File: config.mk
export PLATFORM = sky130hd
export DESIGN_NAME = uart_tx_buffer
export DESIGN_NICKNAME = d
export VERILOG_FILES = /design/src/rtl/uart_tx_buffer.sv
export SDC_FILE = /design/constraint.sdc
export NUM_CORES = 1
export LEC_CHECK = 0
export ABC_AREA = 1
export BUFFER_PORTS_ARGS = -buffer_cell sky130_fd_sc_hd__buf_2
export CAP_MARGIN = 0
export CORE_ASPECT_RATIO = 1.75
export CORE_MARGIN = 2
export CORE_UTILIZATION = 50
export DETAILED_ROUTE_END_ITERATION = 12
export PLACE_DENSITY = 0.65
export SLEW_MARGIN = 30
export SYNTH_ARGS = -nofsm -noshare
export SYNTH_HDL_FRONTEND = slang
export SYNTH_SLANG_ARGS = --single-unit
File: constraint.sdc
create_clock -name clk -period 6.5 [get_ports clk]
set_clock_uncertainty 0.05 [all_clocks]
set_input_delay 0 -clock clk [delete_from_list [all_inputs] [get_ports clk]]
set_output_delay 0 -clock clk [all_outputs]
set_load 0.005 [all_outputs]
File: src/rtl/uart_tx_buffer.sv
// uart_tx_buffer: byte FIFO that hands queued bytes to a UART transmitter one frame at a time.
// Define UART_TX_BUF_OVF_EN to add the sticky overflow flag and its ovf_clr input.
module uart_tx_buffer #(
    parameter int DEPTH = 16
) (
    input  logic                   clk,
    input  logic                   reset,
    input  logic                   wr_en,
    input  logic [7:0]             wr_data,
    output logic                   full,
    output logic                   empty,
    output logic [$clog2(DEPTH):0] count,
    output logic                   busy,
    output logic [7:0]             tx_data,
    output logic                   tx_enable,
`ifdef UART_TX_BUF_OVF_EN
    output logic                   overflow,
    input  logic                   ovf_clr,
`endif
    input  logic                   tx_sending
);

    localparam int AW = $clog2(DEPTH);
    localparam int CW = AW + 1;
    localparam logic [CW-1:0] FULL_CNT = CW'(DEPTH);

    typedef enum logic [1:0] {
        S_IDLE       = 2'd0,
        S_WAIT_START = 2'd1,
        S_WAIT_DONE  = 2'd2
    } state_t;

    state_t          state_q, state_d;
    logic [AW-1:0]   wr_ptr_q, wr_ptr_d;
    logic [AW-1:0]   rd_ptr_q, rd_ptr_d;
    logic [CW-1:0]   count_q, count_d;
    logic [7:0]      tx_data_q, tx_data_d;
    logic            tx_enable_q, tx_enable_d;
    logic            sync1_q, sync1_d;
    logic            sync2_q, sync2_d;
    logic [7:0]      mem_q [DEPTH];

    logic            full_s;
    logic            empty_s;
    logic            push_s;
    logic            pop_s;
    logic            sync_sending_s;

    assign full_s         = (count_q == FULL_CNT);
    assign empty_s        = (count_q == {CW{1'b0}});
    assign push_s         = wr_en && !full_s;
    assign sync_sending_s = sync2_q;
    assign sync1_d        = tx_sending;
    assign sync2_d        = sync1_q;

    assign full      = full_s;
    assign empty     = empty_s;
    assign count     = count_q;
    assign busy      = (state_q != S_IDLE);
    assign tx_data   = tx_data_q;
    assign tx_enable = tx_enable_q;

    // Write pointer and occupancy; a write seen while full never touches storage.
    always_comb begin
        wr_ptr_d = wr_ptr_q;
        count_d  = count_q;
        if (push_s) begin
            wr_ptr_d = wr_ptr_q + AW'(1);
        end else begin
            wr_ptr_d = wr_ptr_q;
        end
        case ({push_s, pop_s})
            2'b10:   count_d = count_q + CW'(1);
            2'b01:   count_d = count_q - CW'(1);
            default: count_d = count_q;
        endcase
    end

    // Sequencer: pop one byte, hold the request until the transmitter starts, then wait for it to finish.
    always_comb begin
        state_d     = state_q;
        rd_ptr_d    = rd_ptr_q;
        tx_data_d   = tx_data_q;
        tx_enable_d = tx_enable_q;
        pop_s       = 1'b0;
        case (state_q)
            S_IDLE: begin
                if (!empty_s) begin
                    pop_s       = 1'b1;
                    tx_data_d   = mem_q[rd_ptr_q];
                    rd_ptr_d    = rd_ptr_q + AW'(1);
                    tx_enable_d = 1'b1;
                    state_d     = S_WAIT_START;
                end else begin
                    state_d     = S_IDLE;
                end
            end
            S_WAIT_START: begin
                if (sync_sending_s) begin
                    tx_enable_d = 1'b0;
                    state_d     = S_WAIT_DONE;
                end else begin
                    state_d     = S_WAIT_START;
                end
            end
            S_WAIT_DONE: begin
                if (!sync_sending_s) begin
                    state_d = S_IDLE;
                end else begin
                    state_d = S_WAIT_DONE;
                end
            end
            default: begin
                tx_enable_d = 1'b0;
                state_d     = S_IDLE;
            end
        endcase
    end

    // Control registers, including the two-flop synchronizer on tx_sending.
    always_ff @(posedge clk) begin
        if (reset) begin
            state_q     <= S_IDLE;
            wr_ptr_q    <= {AW{1'b0}};
            rd_ptr_q    <= {AW{1'b0}};
            count_q     <= {CW{1'b0}};
            tx_data_q   <= 8'h00;
            tx_enable_q <= 1'b0;
            sync1_q     <= 1'b0;
            sync2_q     <= 1'b0;
        end else begin
            state_q     <= state_d;
            wr_ptr_q    <= wr_ptr_d;
            rd_ptr_q    <= rd_ptr_d;
            count_q     <= count_d;
            tx_data_q   <= tx_data_d;
            tx_enable_q <= tx_enable_d;
            sync1_q     <= sync1_d;
            sync2_q     <= sync2_d;
        end
    end

    // Byte storage; contents need no reset because occupancy gates every read.
    always_ff @(posedge clk) begin
        if (push_s) begin
            mem_q[wr_ptr_q] <= wr_data;
        end
    end

`ifdef UART_TX_BUF_OVF_EN
    logic ovf_q, ovf_d;

    // Sticky overflow: a new drop in the same cycle as a clear keeps the flag set.
    always_comb begin
        ovf_d = ovf_q;
        if (wr_en && full_s) begin
            ovf_d = 1'b1;
        end else if (ovf_clr) begin
            ovf_d = 1'b0;
        end else begin
            ovf_d = ovf_q;
        end
    end

    // Overflow flag register.
    always_ff @(posedge clk) begin
        if (reset) begin
            ovf_q <= 1'b0;
        end else begin
            ovf_q <= ovf_d;
        end
    end

    assign overflow = ovf_q;
`endif

endmodule

# --- Word-level counts from Yosys, hierarchy flattened ---
# Memory sizes are Yosys's and may differ from the RTL's. A register that Yosys moved wholly into a read port is not among the register bits.
# Cells that the tools add are included.
classes:
  n_reduce_logical: 8
  n_addsub: 4
  n_eq_ne: 7
  bitwise: 2
  muxes: 12
ops:
  columns: ["op", "n"]
  rows:
  - ["$pmux W5 S2", 1]
  - ["$add A4 B1 Y4 const B", 2]
  - ["$mux W1", 7]
  - ["$pmux W2 S3", 1]
  - ["$add A5 B1 Y5 const B", 1]
  - ["$eq A5 B5 Y1 const B", 1]
  - ["$logic_not A5 Y1", 1]
  - ["$sub A5 B1 Y5 const B", 1]
  - ["$eq A2 B1 Y1 const B", 2]
  - ["$eq A2 B2 Y1 const B", 2]
  - ["$mux W2", 2]
  - ["$ne A2 B2 Y1 const B", 2]
  - ["$reduce_bool A2 Y1", 2]
  - ["$pmux W1 S3", 1]
  - ["$reduce_and A3 Y1", 1]
  - ["$logic_not A2 Y1", 1]
  - ["$not A1 Y1", 2]
  - ["$reduce_and A2 Y1", 1]
  - ["$logic_and A1 B1 Y1", 1]
  - ["$logic_not A1 Y1", 1]
word_totals:
  in_bits: 12
  out_inout_bits: 17
  reg_bits: 18
  mem_count: 1
  ramBits: 128
  elab_cells: 41
mem_list:
  columns: ["name", "words", "word_bits", "rd", "rd_clocked_by_memory_dff", "write_ports", "line_no", "source"]
  rows:
  - ["mem_q", 16, 8, 1, 1, 1, "41", "logic [7:0] mem_q [DEPTH];"]

# --- Depth between registers and ports, before layout ---
logic_depth:
  depth_word: 5
  depth_mapped: 16

# --- Least setup slack after synthesis ---
# OpenSTA, ideal clock, no wires.
synth_path:
  path_kind: "reg2reg"
  start: "register count_q[0], in the netlist count[0]"
  end: "register count_q[4], in the netlist count[4]"
  required_ns: 6.318
  n_path_buf: 1
  arrival_ns: 1.978
  setup_slack_ns: 4.340
  period_less_slack_ns: 2.160
  stages_incl_launch_ff: 17
  path_cell_list: "dfxtp_1 > nor2_1 > nand4_1 > nand2_2 > inv_2 > buf_6 > ha_1 > xor2_1 > ha_1 > inv_1 > nand2_1 > nand3_1 > nand2_1 > nand2_1 > nand2_1 > nand2_1 > a21oi_1"
synth_between:
  elab_chain_cells: 5
  elab_cells_between_ends: 12
  cone_classes: "add/sub: 2; eq/ne: 3; mux: 3; reduce/logical: 4"
synth_rtl:
  columns: ["element", "line_no", "source"]
  rows:
  - ["start: declaration", "36", "logic [CW-1:0] count_q, count_d;"]
  - ["start signal: assignment", "126", "count_q <= {CW{1'b0}};"]
  - ["start signal: assignment", "135", "count_q <= count_d;"]
  - ["$logic_not A5 Y1 *", "50", "assign empty_s = (count_q == {CW{1'b0}});"]
  - ["$mux W1 *", "88", "if (!empty_s) begin"]
  - ["$mux W1 *", "86", "case (state_q)"]
  - ["via pop_s", "46", "logic pop_s;"]
  - ["$eq A2 B1 Y1 or $eq A2 B2 Y1 (tied branches)", "72", "case ({push_s, pop_s})"]
  - ["$pmux W5 S2 or $reduce_bool A2 Y1 (tied branches)", null, null]
# The timed path passes the listed nets; every way through them passes the cells marked *.
# A chain may end at the register's enable or synchronous reset.

# --- Final worst setup path ---
layout_path:
  start: "register state_q[0]"
  end: "register count_q[4], in the netlist count[4]"
layout_between:
  elab_chain_cells: 4
  elab_cells_between_ends: 6
  cone_classes: "eq/ne: 2; mux: 2; reduce/logical: 2"
layout_rtl:
  columns: ["element", "line_no", "source"]
  rows:
  - ["start: declaration", "33", "state_t state_q, state_d;"]
  - ["start signal: assignment", "132", "state_q <= state_d;"]
  - ["$logic_not A2 Y1 *", "86", null]
  - ["$mux W1 *", "86", null]
  - ["$eq A2 B1 Y1 or $eq A2 B2 Y1 (tied branches)", "72", null]
  - ["$pmux W5 S2 or $reduce_bool A2 Y1 (tied branches)", null, null]
# Mark *: on every way between the ends. The rest lies on a longest branch, timed or not.

==> reports/metrics.csv <==
stage;metric;value;unit
run_status;status;completed;
global_route;overflow;0;
worst_setup_path;crit_path_frequent_cell;nand2_1;
routing;detail-route-antenna-nets;0;
clock_network;cts_tree;yes;
clock_network;insertion_delay;410;ps
yosys;synth-simple-area-share;23.2;%
yosys;yosysSeqAreaShare;64.8;%
timing;min_period;2530;ps
yosys;synth.net_count;718;
finish;syn_to_final_growth;13.6;%
clock_network;hold_buffers;11;
timing;rsz0062_at_grt;false;
worst_setup_path;crit_chain;nor2_1 -> nand2_2 -> inv_2 -> ha_1 -> xor2_1 -> ha_1 -> inv_1 -> nand2_1 -> nand3_1 -> nand2_1 -> nand2_1 -> nand2_1 -> nand2_1 -> a21oi_1;
routing;post_drt_via_cell_ratio;5.19;
timing;hold_viol_final;0;
yosys;synth_mux_area_share;0;%
placed_design;dpl.cell_count;871;
yosys;ys.flop_type;edfxtp_1;
floorplanning;die_area;14500;um2
clock_network;max-clock-path-buffers;2;
yosys;yosysMostFrequentCell;nand2_1;
yosys;synthAdderAreaFrac;1.67;%
worst_setup_path;crit_path_max_fanout;20;
routing;dr.pass1.iters;5;
yosys;syn-cell-area;6740;um2
worst_hold_path;hp-start;wr_en;
worst_setup_path;endpoint_kind;flip-flop;
clock_network;clock_sinks;154;
yosys;syn_inst;697;
yosys;synth_top_area_share;57.0;%
yosys;synthTopCellsByCount;nand2_1 (234), edfxtp_1 (128), inv_1 (97), nand3_1 (95), nor2_1 (43);
yosys;synth_top_family_by_area;simple AND/OR/NAND/NOR gates;
finish;nets;748;
yosys;ys_seq_elements;154;
yosys;synthXorXnorAreaFrac;0.780;%
global_route;grt_pass1_vias;4533;
worst_hold_path;hp-class;input pin to flip-flop;
clock_network;htreeDepth;4;
timing;slew_violations;0;
timing;clock.fmax;395;MHz
power;irDropWorstVdd;0.000184;V
yosys;synth_compound_area_share;1.49;%
worst_setup_path;required;6790;ps
yosys;synth_area_leaders;edfxtp_1 (57%), nand2_1 (13%), dfxtp_1 (7.7%), nand3_1 (7.1%), inv_1 (5.4%);
global_route;antenna_found_initial;0;
clock_network;cts_made_buffers;17;
finish;drive_gt1_share;9.19;%
worst_setup_path;rrSetupSlack;3970;ps
yosys;syn_area_per_cell;9.67;um2
clock_network;cts_resized;0;
yosys;synthArstFlopShare;0;%
finish;n_antenna_cell;0;
yosys;synth.largest_area_cell;edfxtp_1;
flow_run;drv_cap;0;
routing;vias;4743;
worst_setup_path;max_stage_delay;330;ps
worst_setup_path;rr_endpoint;count[4];
routing;route.detailed.drc;0;
placed_design;hpwl;9930;um
yosys;synth_cell_type_count;28;
floorplanning;die_h;158;um
worst_setup_path;crit_path_start_kind;flip-flop;
floorplanning;design.core.area;13300;um2
global_route;grt_max_degree;69;
floorplanning;row_count;56;
finish;final_cell_count_no_fill;914;
clock_network;post_cts_buffers;0;
yosys;synth_edf_count;128;
global_route;grt_pass1_wl;24000;um
global_route;track_usage;22.2;%
placed_design;port_buffers;28;
yosys;yosys_warnings;0;
timing;slew-limit-headroom;43.5;%
timing;setup_violations;0;
worst_hold_path;worstHoldPathCells;4;
worst_setup_path;crit_arrival;2820;ps
timing;min_period_over_period;38.9;%
power;power_density;394;nW/um2
worst_hold_path;hold_end;wr_ptr_q[0];
worst_setup_path;crit_path_top_delay_cell;ha_1;
floorplanning;initial_core_util;50.6;%
timing;setup_tns;0;ps
floorplanning;fp.dieW;91.8;um
floorplanning;pin_count;29;
power;p_leak;3.32;nW
clock_network;clk_pin_slew;70;ps
worst_setup_path;reg2reg_depth;14;
timing;fin_hold_ws;51.3;ps
routing;drt_iter0_drc;389;
timing;worstMarginPinSlew;844;ps
clock_network;root_buffer;clkbuf_16;
routing;drt_wl_total;15500;um
routing;wire_per_inst;17.0;um
worst_setup_path;criticalPathCategory;flip-flop to flip-flop;
placed_design;place.gp.congestion;0.835;
worst_setup_path;r2r_start;state_q[0];
==> routing by layer <==
| metal | vias up | track usage, % | share of wire, % |
|---|---|---|---|
| li1 | 2305 | - | - |
| met2 | 165 | 41.5 | 55 |
| met4 | 0 | 9.95 | 3.1 |
| met3 | 30 | 3.33 | 4.4 |
| met5 | - | 0 | 0 |
| met1 | 2243 | 24.8 | 38 |
==> cell usage in the layout (no fill, tap or decap), drive strengths merged <==
master,count
nand4,2
a211oi,3
nor3b,1
nand3,95
a21boi,1
dlygate4sd3,11
clkbuf,20
nor4,1
clkinvlp,4
clkinv,5
nand2,235
o211ai,1
a21oi,9
nor2,43
nor3,1
o21ai,2
inv,105
xnor2,1
dfxtp,26
nand3b,1
o21bai,1
xor2,5
ha,9
buf,30
edfxtp,128
==> per-stage QoR <==
step	power (mW)	instance area (um2)	setup WS [ps]	util, %
after floorplan	1.83	6740	4340	-
after global placement	2.03	6950	4020	52.2
after detailed placement	2.06	6950	4000	52.2
after CTS	3.03	7660	3980	57.5
after global routing	3.19	7660	3680	57.5
final	3.02	7660	3970	57.5
==> state kept, by name (all words and copies together) (netlist names) <==
| name | count |
|---|---|
| wr_ptr_q | 4 |
| state_q | 2 |
| rd_ptr_q | 4 |
| tx_enable | 1 |
| sync1_q | 1 |
| mem_q | 128 |
| count | 5 |
| tx_data | 8 |
| sync2_q | 1 |
==> area by class of cell <==
type / count / area, um2
Sequential cell: 154 / 4370
Fill cell: 1157 / 5650
Inverter: 102 / 385
Clock inverter: 12 / 98.8
Clock buffer: 20 / 500
Multi-Input combinational cell: 411 / 1830
Tap cell: 174 / 218
Timing Repair Buffer: 41 / 265
==> worst max-delay path: cells and delay by family, from the launching register on <==
kind            cells  cell delay [ps]
xor+xnor            1              210
fa+ha+maj           2              510
buf+inv             2              350
compound gates      1              120
simple gates        8              890
flops               1              320
==> worst max-delay path by stage <==
stage	startpoint	endpoint	slack [ps]	cells after the start
floorplan	count[0]	count[4]	4340	16
global placement	rd_ptr_q[0]	tx_data[1]	4020	10
detailed placement	count[1]	count[4]	4000	15
CTS	count[1]	count[4]	3980	15
global route	count[4]	count[4]	3680	15
finish	state_q[0]	count[4]	3970	14
==> logic make-up after synthesis <==
| logic type | Yosys count |
|---|---|
| simple gates | 379 |
| flops | 154 |
| buf+inv | 132 |
| compound gates | 17 |
| fa+ha+maj | 9 |
| xor+xnor | 6 |
==> where the power goes <==
| part | switching, mW | total, mW | internal [mW] |
|---|---|---|---|
| clock | 0.406 | 0.972 | 0.565 |
| combinational | 0.604 | 0.871 | 0.267 |
| sequential | 0.0451 | 1.18 | 1.13 |
| total | 1.06 | 3.02 | 1.97 |
Note: power is estimated with default switching activity, not from simulation.
